## src/rtl/aes_prng_clearing_mshare.sv

```systemverilog
// Masked-share PRNG for clearing datapath registers. A Galois LFSR is
// scrambled through the PRINCE S-box and rotated into NumShares outputs.
// Reseeding collects Width bits of entropy, either on request or
// automatically after ReseedInterval granted data requests.
module aes_prng_clearing_mshare #(
  parameter int unsigned      Width                = 64,
  parameter int unsigned      EntropyWidth         = 32,
  parameter int unsigned      NumShares            = 2,
  parameter int unsigned      ReseedInterval       = 0,
  parameter bit               SecSkipPRNGReseeding = 1'b0,
  parameter logic [Width-1:0] RndCnstLfsrSeed      =
    Width'(256'h8F1C2B7DE04693A5C3D217B05E8A694F0123456789ABCDEFF0E1D2C3B4A59687)
) (
  input  logic                                 clk_i,
  input  logic                                 rst_i,
  input  logic                                 data_req_i,
  output logic                                 data_ack_o,
  output logic [NumShares-1:0][Width-1:0]      data_o,
  input  logic                                 reseed_req_i,
  output logic                                 reseed_ack_o,
  output logic                                 entropy_req_o,
  input  logic                                 entropy_ack_i,
  input  logic [EntropyWidth-1:0]              entropy_i,
  output logic                                 seed_zero_o
);

  localparam int unsigned NumWords = Width / EntropyWidth;
  localparam int unsigned WcntW    = (NumWords > 1) ? $clog2(NumWords) : 1;
  localparam int unsigned GcntW    = (ReseedInterval > 0) ? $clog2(ReseedInterval + 1) : 1;
  localparam logic [WcntW-1:0] LastWord    = WcntW'(NumWords - 1);
  localparam logic [GcntW-1:0] IntervalVal = GcntW'(ReseedInterval);
  localparam bit AutoEn = (ReseedInterval > 0) && !SecSkipPRNGReseeding;

  // Feedback taps: known maximal-length polynomials for the common widths,
  // a simple dense fallback otherwise.
  localparam int unsigned TapA = (Width == 32) ? 21 : (Width == 64) ? 62 :
                                 (Width == 128) ? 125 : (Width == 256) ? 253 : Width - 2;
  localparam int unsigned TapB = (Width == 32) ? 1 : (Width == 64) ? 60 :
                                 (Width == 128) ? 100 : (Width == 256) ? 250 : Width - 3;
  localparam int unsigned TapC = (Width == 32) ? 0 : (Width == 64) ? 59 :
                                 (Width == 128) ? 98 : (Width == 256) ? 245 : Width - 4;
  localparam logic [Width-1:0] Taps = (Width'(1) << (Width - 1)) | (Width'(1) << TapA) |
                                      (Width'(1) << TapB) | (Width'(1) << TapC);

  // PRINCE S-box, element i holds S(i).
  localparam logic [15:0][3:0] SboxLut = {4'h4, 4'hD, 4'h5, 4'hE, 4'h0, 4'h8, 4'h7, 4'h6,
                                          4'h1, 4'h9, 4'hC, 4'hA, 4'h2, 4'h3, 4'hF, 4'hB};

  typedef enum logic [1:0] {
    IDLE    = 2'd0,
    COLLECT = 2'd1,
    SEED    = 2'd2
  } state_e;

  state_e                                state_q, state_d;
  logic   [WcntW-1:0]                    wcnt_q;
  logic   [NumWords-1:0][EntropyWidth-1:0] seed_buf_q;
  logic   [Width-1:0]                    packed_seed;
  logic   [GcntW-1:0]                    gcnt_q;
  logic                                  auto_due_q;
  logic   [Width-1:0]                    lfsr_q;
  logic   [Width-1:0]                    scr;
  logic                                  seed_load;

  assign packed_seed = seed_buf_q;
  assign data_ack_o  = data_req_i & (state_q == IDLE) & ~reseed_req_i & ~auto_due_q;

  // State register.
  always_ff @(posedge clk_i or posedge rst_i) begin
    if (rst_i) state_q <= IDLE;
    else       state_q <= state_d;
  end

  // Next-state and handshake outputs; reseed requests are acked directly when reseeding is skipped.
  always_comb begin
    state_d       = state_q;
    entropy_req_o = 1'b0;
    reseed_ack_o  = 1'b0;
    seed_load     = 1'b0;
    case (state_q)
      IDLE: begin
        if (!SecSkipPRNGReseeding && (reseed_req_i || auto_due_q)) state_d = COLLECT;
      end
      COLLECT: begin
        entropy_req_o = 1'b1;
        if (entropy_ack_i && (wcnt_q == LastWord)) state_d = SEED;
      end
      SEED: begin
        seed_load    = 1'b1;
        reseed_ack_o = reseed_req_i;
        state_d      = IDLE;
      end
      default: state_d = IDLE;
    endcase
    if (SecSkipPRNGReseeding) reseed_ack_o = reseed_req_i;
  end

  // Entropy collection: word 0 lands in the least significant slot.
  always_ff @(posedge clk_i or posedge rst_i) begin
    if (rst_i) begin
      wcnt_q     <= '0;
      seed_buf_q <= '0;
    end else if ((state_q == COLLECT) && entropy_ack_i) begin
      seed_buf_q[wcnt_q] <= entropy_i;
      wcnt_q             <= (wcnt_q == LastWord) ? '0 : wcnt_q + 1'b1;
    end
  end

  // Grant counter: the grant reaching the interval is served, then auto_due blocks further grants.
  always_ff @(posedge clk_i or posedge rst_i) begin
    if (rst_i) begin
      gcnt_q     <= '0;
      auto_due_q <= 1'b0;
    end else if (seed_load) begin
      gcnt_q     <= '0;
      auto_due_q <= 1'b0;
    end else if (AutoEn && data_ack_o) begin
      gcnt_q <= gcnt_q + 1'b1;
      if ((gcnt_q + 1'b1) == IntervalVal) auto_due_q <= 1'b1;
    end
  end

  // LFSR: load a fresh seed (never all-zero), otherwise step once per granted request.
  always_ff @(posedge clk_i or posedge rst_i) begin
    if (rst_i) begin
      lfsr_q      <= RndCnstLfsrSeed;
      seed_zero_o <= 1'b0;
    end else if (seed_load) begin
      if (packed_seed == '0) begin
        lfsr_q      <= RndCnstLfsrSeed;
        seed_zero_o <= 1'b1;
      end else begin
        lfsr_q <= packed_seed;
      end
    end else if (data_ack_o) begin
      lfsr_q <= {1'b0, lfsr_q[Width-1:1]} ^ (lfsr_q[0] ? Taps : '0);
    end
  end

  // Nibble-wise S-box scrambling of the LFSR state.
  always_comb begin
    scr = '0;
    for (int i = 0; i < int'(Width / 4); i++) begin
      scr[4*i +: 4] = SboxLut[lfsr_q[4*i +: 4]];
    end
  end

  for (genvar k = 0; k < NumShares; k++) begin : g_share
    localparam int unsigned Sh = k * (Width / NumShares);
    if (Sh == 0) begin : g_plain
      assign data_o[k] = scr;
    end else begin : g_rot
      assign data_o[k] = (scr << Sh) | (scr >> (Width - Sh));
    end
  end

endmodule

```

## config.mk

```make
export PLATFORM = sky130hd
export DESIGN_NAME = aes_prng_clearing_mshare
export DESIGN_NICKNAME = d
export VERILOG_FILES = /design/src/rtl/aes_prng_clearing_mshare.sv
export SDC_FILE = /design/constraint.sdc
export NUM_CORES = 1
export LEC_CHECK = 0
export ABC_AREA = 1
export CAP_MARGIN = 20
export CELL_PAD_IN_SITES_DETAIL_PLACEMENT = 2
export CELL_PAD_IN_SITES_GLOBAL_PLACEMENT = 2
export CORE_ASPECT_RATIO = 1.1
export CORE_MARGIN = 2
export CORE_UTILIZATION = 31
export CTS_BUF_LIST = sky130_fd_sc_hd__clkbuf_4
export CTS_CLUSTER_DIAMETER = 120
export CTS_CLUSTER_SIZE = 25
export DETAILED_ROUTE_END_ITERATION = 10
export PLACE_DENSITY = 0.92
export SYNTH_ARGS = -nofsm -noshare
export SYNTH_HDL_FRONTEND = slang
export SYNTH_SLANG_ARGS = --single-unit
export TNS_END_PERCENT = 1
```

## constraint.sdc

```tcl
create_clock -name clk_i -period 6.75 [get_ports clk_i]
set_input_delay 2.025 -clock clk_i [delete_from_list [all_inputs] [get_ports clk_i]]
set_output_delay 2.025 -clock clk_i [all_outputs]
set_load 0.005 [all_outputs]
```

==> results of run 1 <==
==> state kept, by name, indices dropped and copies added (netlist names) <==
register / count
lfsr_q: 64
packed_seed: 64
seed_zero_o: 1
state_q: 2
wcnt_q: 1
==> metal layers <==
layer,vias to the layer above,share of wire [%]
met5,-,0
met4,0,1.8
met3,34,3.2
met2,155,53
met1,4047,42
li1,3717,-
==> layout make-up <==
class | instances | share of cell area [%]
Multi-Input combinational cell | 716 | 38.0
Sequential cell | 132 | 32.5
Timing Repair Buffer | 175 | 17.1
Inverter | 149 | 5.47
Tap cell | 357 | 4.35
Clock buffer | 23 | 1.68
Clock inverter | 8 | 0.828
Antenna cell | 1 | 0.0244
==> path summary, 6_finish.rpt <==
| check | end | start |
|---|---|---|
| min in group asynchronous | packed_seed[41] | rst_i |
| min reg2reg | seed_zero_o | seed_zero_o |
| max | data_ack_o | reseed_req_i |
| min | seed_zero_o | seed_zero_o |
| max reg2reg | lfsr_q[60] | state_q[1] |
| max in group asynchronous | lfsr_q[32] | rst_i |
==> critical path: cells and delay by family <==
family	cells	cell delay, ns
buf+inv	4	1.18
simple gates	1	0.14
==> through the flow <==
stage | cell area, um2 | hold WS, ns | util (%) | worst slack (ns)
final | 10300 | 0.479 | 38.2 | 1.37
after global routing | 10300 | 0.527 | 38.2 | 1.32
after CTS | 10300 | 0.488 | 38.1 | 1.35
after detailed placement | 9990 | 0.459 | 37.2 | 1.35
after global placement | 9990 | 0.450 | 37.2 | 1.35
after floorplan | 8460 | 0.458 | - | 1.25
==> report_power, final <==
group          leakage (uW)  switching, uW  total (uW)  internal [uW]
logic               0.00310           1690        3460           1770
clock network      0.000148            290         527            237
registers           0.00154            477        1720           1240
total               0.00479           2460        5710           3250
==> cell families after synthesis <==
group,Yosys count,share of synthesized area [%]
buffers and inverters,256,14.5
flip-flops,132,39.5
adder cells (fa/ha/maj),64,9.46
multiplexers,3,0.444
AO/OA/AOI/OAI,339,21.8
XOR/XNOR,2,0.207
AND/OR/NAND/NOR,308,14.1
==> layout by cell type, fill, tap and decap left out, drive strengths merged, types with 2 or more instances in the layout <==
master and n:
mux2 3, clkinv 7, dfrtp 100, o211ai 13, buf 7, a31oi 11
a21oi 73, bufinv 2, a22oi 31, clkdlybuf4s50 168, nor2 79, xor2 2
o21ai 193, nand3 18, o22ai 17, nand2 210, inv 148, clkbuf 23
dfstp 32, ha 64
==> summary.log, run 1 <==
INFO  outcome        status=finished, final reports clean
INFO  placement      detailedPlacementHpwl=21.0mm
INFO  timing         post_layout_minimum_cycle_time=5.38ns
INFO  placement      finalWeightedCongestion=0.806
INFO  flow_run       maxCapViolations=0
INFO  clocking       clk_pin_slew=0.11ns
INFO  detailed_routing drt-wirelength-per-cell=18.6um
INFO  final_layout   design.final.nets=1292
INFO  synth          syn_avg_cell_area=7.66um2
INFO  setup_path     worst-r2r-cell-count=7
INFO  die            rows=63
INFO  global_routing grt.busiest_layer=met2
INFO  power_and_ir_drop power_density=556nW/um2
INFO  setup_path     crit_path_top_delay_cell=clkdlybuf4s50_1
INFO  synth          netlist-cell-type-count=28
INFO  power_and_ir_drop power.total=5710uW
INFO  timing         clock-skew-final=0.0212ns
INFO  clocking       clk_latency=0.57ns
INFO  final_layout   area.sequential=3340um2
INFO  detailed_routing postRouteAntennaNets=0
INFO  setup_path     crit_path_max_incr_delay=0.52ns
INFO  global_routing gr-usage-met2=38.3%
INFO  global_routing track_usage=20.8%
INFO  timing         max-slew-margin-rel=35.8%
INFO  synth          most_frequent_cell_after_synthesis=nand2_1
INFO  die            core_area=26900um2
INFO  setup_path     crit_chain=clkdlybuf4s50_1 -> inv_1 -> nand3_1 -> inv_1 -> clkdlybuf4s50_1
INFO  die            floorplan.io_pins=169
INFO  clocking       cts_htree_levels=4
INFO  timing         timing.final.setup_violations=0
INFO  final_layout   layoutNonFillerInstCount=1561
INFO  clocking       clk_root_buf=clkbuf_4
INFO  synth          netlist_instances=1104
INFO  placement      io_buffers=168
INFO  timing         fmax=186MHz
INFO  detailed_routing drcViolationCount=0
INFO  timing         slew_violations=0
INFO  setup_path     worstPathMaxFanout=2
INFO  die            area_enclosed_by_the_die_boundary=28600um2
INFO  power_and_ir_drop vdd_drop_max=0.000223V
INFO  final_layout   drive_above_1_share=6.73%
INFO  synth          postSynthNetCount=1205
INFO  synth          mappedNetlistArea=8460um2
INFO  die            initial_core_util=31.5%
INFO  setup_path     r2r_slack=4.24ns
INFO  setup_path     timing.critical_path.from_type=primary input
INFO  detailed_routing route.vias.total=7953
INFO  clocking       clock_buffer_depth=2
INFO  hold_path      min_path_cells=2
INFO  detailed_routing detail_route.vias_per_cell=5.09
INFO  clocking       cts_buffers=17
INFO  detailed_routing first_pass_iters=4
INFO  synth          asyncSetResetFlopFracSynth=100%
INFO  setup_path     timing.setup.critical_path_class=in -> out
INFO  setup_path     worstPathRequired=4.72ns
INFO  die            die_h=177um
INFO  synth          synth_warnings=0
INFO  timing         timing.final.crit_share=79.6%
INFO  synth          synth-edff-count=0
INFO  clocking       post_cts_resized=0
INFO  hold_path      path_category_of_the_worst_min_delay_check=reg -> reg
INFO  global_routing grt.overflow.total=0
INFO  timing         timing_worst_slew_pin_value=0.962ns
INFO  power_and_ir_drop cellLeakagePower=0.00479uW
INFO  clocking       clock_tree_from_tritoncts=yes
INFO  timing         rsz0062_at_grt=no
INFO  global_routing groute.layer.met3.usage=2.95%
INFO  clocking       cts_setup_buffers=0
INFO  final_layout   final.fill_count=3102
INFO  synth          synth.top_cell.area_share=29.6%
INFO  clocking       holdBufCountCts=0
INFO  global_routing wire_length_of_the_first_global_routing_pass=47.1mm
INFO  global_routing antenna_found_initial=1
INFO  final_layout   multiInputGateArea=3900um2
INFO  synth          synth_common_cells=nand2_1, o21ai_0, inv_1
INFO  global_routing grt_pass1_vias=8725
INFO  detailed_routing drt_wl_total=29.1mm
INFO  timing         timing.final.hold_violations=0
INFO  placement      post-place-cells=1528
INFO  synth          synth-main-ff-cell=dfrtp_1
INFO  timing         finalSetupTns=0ns
INFO  detailed_routing drt_first_iter_violations=319
INFO  final_layout   area_growth_syn_to_layout=21.4%
INFO  setup_path     cp.arrival=3.35ns
INFO  synth          leading_cell_types_by_total_area_after_synthesis=dfrtp_1, o21ai_0, dfstp_2
INFO  die            horizontal_die_dimension=162um
INFO  synth          yosysSeqAreaShare=39.5%
INFO  global_routing grt_use_met1=25.2%
INFO  setup_path     setup.worst_path.end_class=primary output
INFO  synth          synth-seq-cells=132
INFO  synth          synth.largest_area_cell=dfrtp_1
INFO  clocking       cts_sinks=132
INFO  global_routing grt_max_degree=69
Note: power is estimated with default switching activity, not from simulation.
==> inputs of run 2 (changes only) <==
Clock period 6.75 ns to 5 ns, I/O delays scaled along.
==> summary.log, run 2 (synthesis gave the netlist of run 1 again) <==
INFO  final_layout   post-route-util=38.3% [was 38.2%]
INFO  flow_run       maxCapViolations=0 [unchanged]
INFO  timing         hold_ws=0.475ns [was 0.479 ns]
INFO  power_and_ir_drop power.share.combinational=60.4% [was 60.7%]
INFO  detailed_routing detail_route.vias_per_cell=5.11 [was 5.09]
INFO  hold_path      worstHoldEndpoint=seed_zero_o [unchanged]
INFO  clocking       cts_setup_buffers=0 [unchanged]
INFO  power_and_ir_drop vdd_drop_max=0.000302V [was 0.000223 V]
INFO  timing         timing_worst_slew_pin_value=0.904ns [was 0.962 ns]
INFO  setup_path     critical_path.reg2reg.endpoint=lfsr_q[60] [unchanged]
INFO  power_and_ir_drop internal_power=4370uW [was 3250 uW]
INFO  die            die_h=177um [unchanged]
INFO  setup_path     worstPathRequired=3.50ns [was 4.72 ns]
INFO  detailed_routing route.vias.total=7992 [was 7953]
INFO  clocking       holdBufCountCts=0 [unchanged]
INFO  clocking       clk_latency=0.60ns [was 0.57 ns]
INFO  detailed_routing postRouteAntennaNets=0 [unchanged]
INFO  die            floorplan.io_pins=169 [unchanged]
INFO  placement      finalWeightedCongestion=0.814 [was 0.806]
INFO  setup_path     timing.setup.critical_path_class=in -> out [unchanged]
INFO  die            initial_core_util=31.5% [unchanged]
INFO  setup_path     worstPathMaxFanout=2 [unchanged]
INFO  power_and_ir_drop seq_power_share=30.3% [was 30.1%]
INFO  global_routing grt.overflow.total=0 [unchanged]
INFO  setup_path     crit_path_max_incr_delay=0.53ns [was 0.52 ns]
INFO  global_routing wire_length_of_the_first_global_routing_pass=47.2mm [was 47.1 mm]
INFO  timing         post_layout_minimum_cycle_time=4.35ns
INFO  global_routing antenna_found_initial=1 [unchanged]
INFO  timing         timing.final.hold_violations=0 [unchanged]
INFO  final_layout   postLayoutCellArea=10300um2 [about the same]
INFO  clocking       cts_htree_levels=4 [unchanged]
INFO  power_and_ir_drop power_frac_clock=9.3% [was 9.2%]
INFO  hold_path      min_path_cells=2 [unchanged]
INFO  die            rows=63 [unchanged]
INFO  final_layout   design.final.nets=1295 [was 1292]
INFO  final_layout   layout_commonest_cell=nand2_1 [unchanged]
INFO  final_layout   mostFrequentLayoutCells=nand2_1, o21ai_0, clkdlybuf4s50_1 [unchanged]
INFO  final_layout   drive_above_1_share=7.04% [was 6.73%]
INFO  setup_path     worst-r2r-cell-count=7 [unchanged]
INFO  setup_path     setup.worst_path.end_class=primary output [unchanged]
INFO  global_routing grt_pass1_vias=8842 [was 8725]
INFO  setup_path     crit_chain=clkdlybuf4s50_1 -> inv_1 -> nand3_1 -> inv_1 -> clkdlybuf4s50_1 [unchanged]
INFO  clocking       clock_buffer_depth=2 [unchanged]
INFO  setup_path     crit_path_top_delay_cell=clkdlybuf4s50_1 [unchanged]
INFO  die            core_area=26900um2 [unchanged]
INFO  clocking       clock_tree_from_tritoncts=yes [unchanged]
INFO  timing         rsz0062_at_grt=no [unchanged]
INFO  clocking       cts_sinks=132 [unchanged]
INFO  detailed_routing drcViolationCount=0 [unchanged]
INFO  power_and_ir_drop power.share.switching=43.1% [was 43.0%]
INFO  power_and_ir_drop power.total=7680uW [was 5710 uW]
INFO  die            area_enclosed_by_the_die_boundary=28600um2 [unchanged]
INFO  setup_path     cp.arrival=2.85ns [was 3.35 ns]
INFO  clocking       clk_root_buf=clkbuf_4 [unchanged]
INFO  power_and_ir_drop p_switching=3310uW [was 2460 uW]
INFO  power_and_ir_drop power_density=746nW/um2 [was 556 nW/um2]
INFO  clocking       cts_buffers=17 [unchanged]
INFO  hold_path      path_category_of_the_worst_min_delay_check=reg -> reg [unchanged]
INFO  timing         fmax=230MHz
INFO  timing         max-slew-margin-rel=39.6% [was 35.8%]
INFO  detailed_routing first_pass_iters=5 [was 4]
INFO  timing         finalSetupTns=0ns [unchanged]
INFO  setup_path     r2r_slack=2.62ns [was 4.24 ns]
INFO  timing         slew_violations=0 [unchanged]
INFO  die            horizontal_die_dimension=162um [unchanged]
INFO  clocking       post_cts_resized=0 [unchanged]
INFO  detailed_routing drt-wirelength-per-cell=18.6um [about the same]
INFO  global_routing track_usage=20.9% [was 20.8%]
INFO  detailed_routing drt_first_iter_violations=404 [was 319]
INFO  timing         timing.final.crit_share=86.9%
INFO  detailed_routing drt_wl_total=29.1mm [about the same]
INFO  placement      placed_area=10000um2 [was 9990 um2]
INFO  power_and_ir_drop cellLeakagePower=0.00480uW [was 0.00479 uW]
INFO  setup_path     worst_r2r_start=state_q[1] [unchanged]
INFO  clocking       clk_pin_slew=0.11ns [about the same]
INFO  timing         clock-skew-final=0.0256ns [was 0.0212 ns]
INFO  timing         timing.final.setup_violations=0 [unchanged]
INFO  setup_path     path_delay_family=buffers and inverters [unchanged]
INFO  placement      io_buffers=168 [unchanged]
INFO  outcome        status=finished, final reports clean [unchanged]
INFO  setup_path     timing.critical_path.from_type=primary input [unchanged]
INFO  placement      detailedPlacementHpwl=21.6mm [was 21.0 mm]
INFO  hold_path      hold_path.startpoint=seed_zero_o [unchanged]
INFO  global_routing grt_max_degree=66 [was 69]
INFO  final_layout   area_growth_syn_to_layout=21.6% [was 21.4%]
INFO  setup_path     worstPathBufferInverterCount=4 [unchanged]
==> run 2: cell count changes in the layout (fill, tap and decap cells not counted) <==
cell / delta
buf_4: +3
clkbuf_4: -4
nand3_2: -1
clkinv_1: -1
clkinvlp_4: +2
clkinv_2: +4
nand3_1: +1
==> run 2: tightest hold or removal path: stages, from the launching register on <==
cell and delay (ns):
dfrtp_1 0.36, inv_1 0.04, nand2_1 0.05
==> run 2: layer usage <==
metal | part of all wire [%] | wire [um] | up-vias | track usage (%)
met5 | 0 | 0 | - | 0
met4 | 1.5 | 440 | 0 | 6.44
met3 | 3.4 | 981 | 35 | 2.93
met2 | 53 | 15500 | 171 | 38.2
met1 | 42 | 12200 | 4060 | 25.3
li1 | - | - | 3726 | -
==> run 2: final cells by class <==
cell class / instances / area, um2
well taps: 357 / 447
diodes: 1 / 2.50
clock buffers: 19 / 143
fillers: 3067 / 16600
multi-input cells: 716 / 3900
flip-flops and latches: 132 / 3340
repair buffers: 178 / 1780
clock inverters: 13 / 116
inverters: 149 / 562
==> run 2: worst max path at each step <==
stage                 start          to  slack (ns)  depth (start not counted)
4_1_cts        reseed_req_i  data_ack_o        0.65                          5
3_3_place_gp   reseed_req_i  data_ack_o        0.65                          5
3_5_place_dp   reseed_req_i  data_ack_o        0.65                          5
5_1_grt        reseed_req_i  data_ack_o        0.60                          5
2_1_floorplan         rst_i  lfsr_q[11]        0.03                          1
6_report       reseed_req_i  data_ack_o        0.65                          5
==> run 2: power groups by stage <==
stage	Clock [uW]	Combinational, uW	Sequential [uW]
final	712	4640	2330
after floorplan	0	2800	2070
after global routing	772	5220	2420
after CTS	730	4720	2330
after global placement	0	4390	2290
after detailed placement	0	4690	2340
==> run 2: per-stage QoR <==
stage	worst slack, ns	instances
after floorplan	0.0269	1104
after global placement	0.654	1531
after detailed placement	0.645	1531
after CTS	0.645	1563
after global routing	0.598	1565
final	0.655	1565
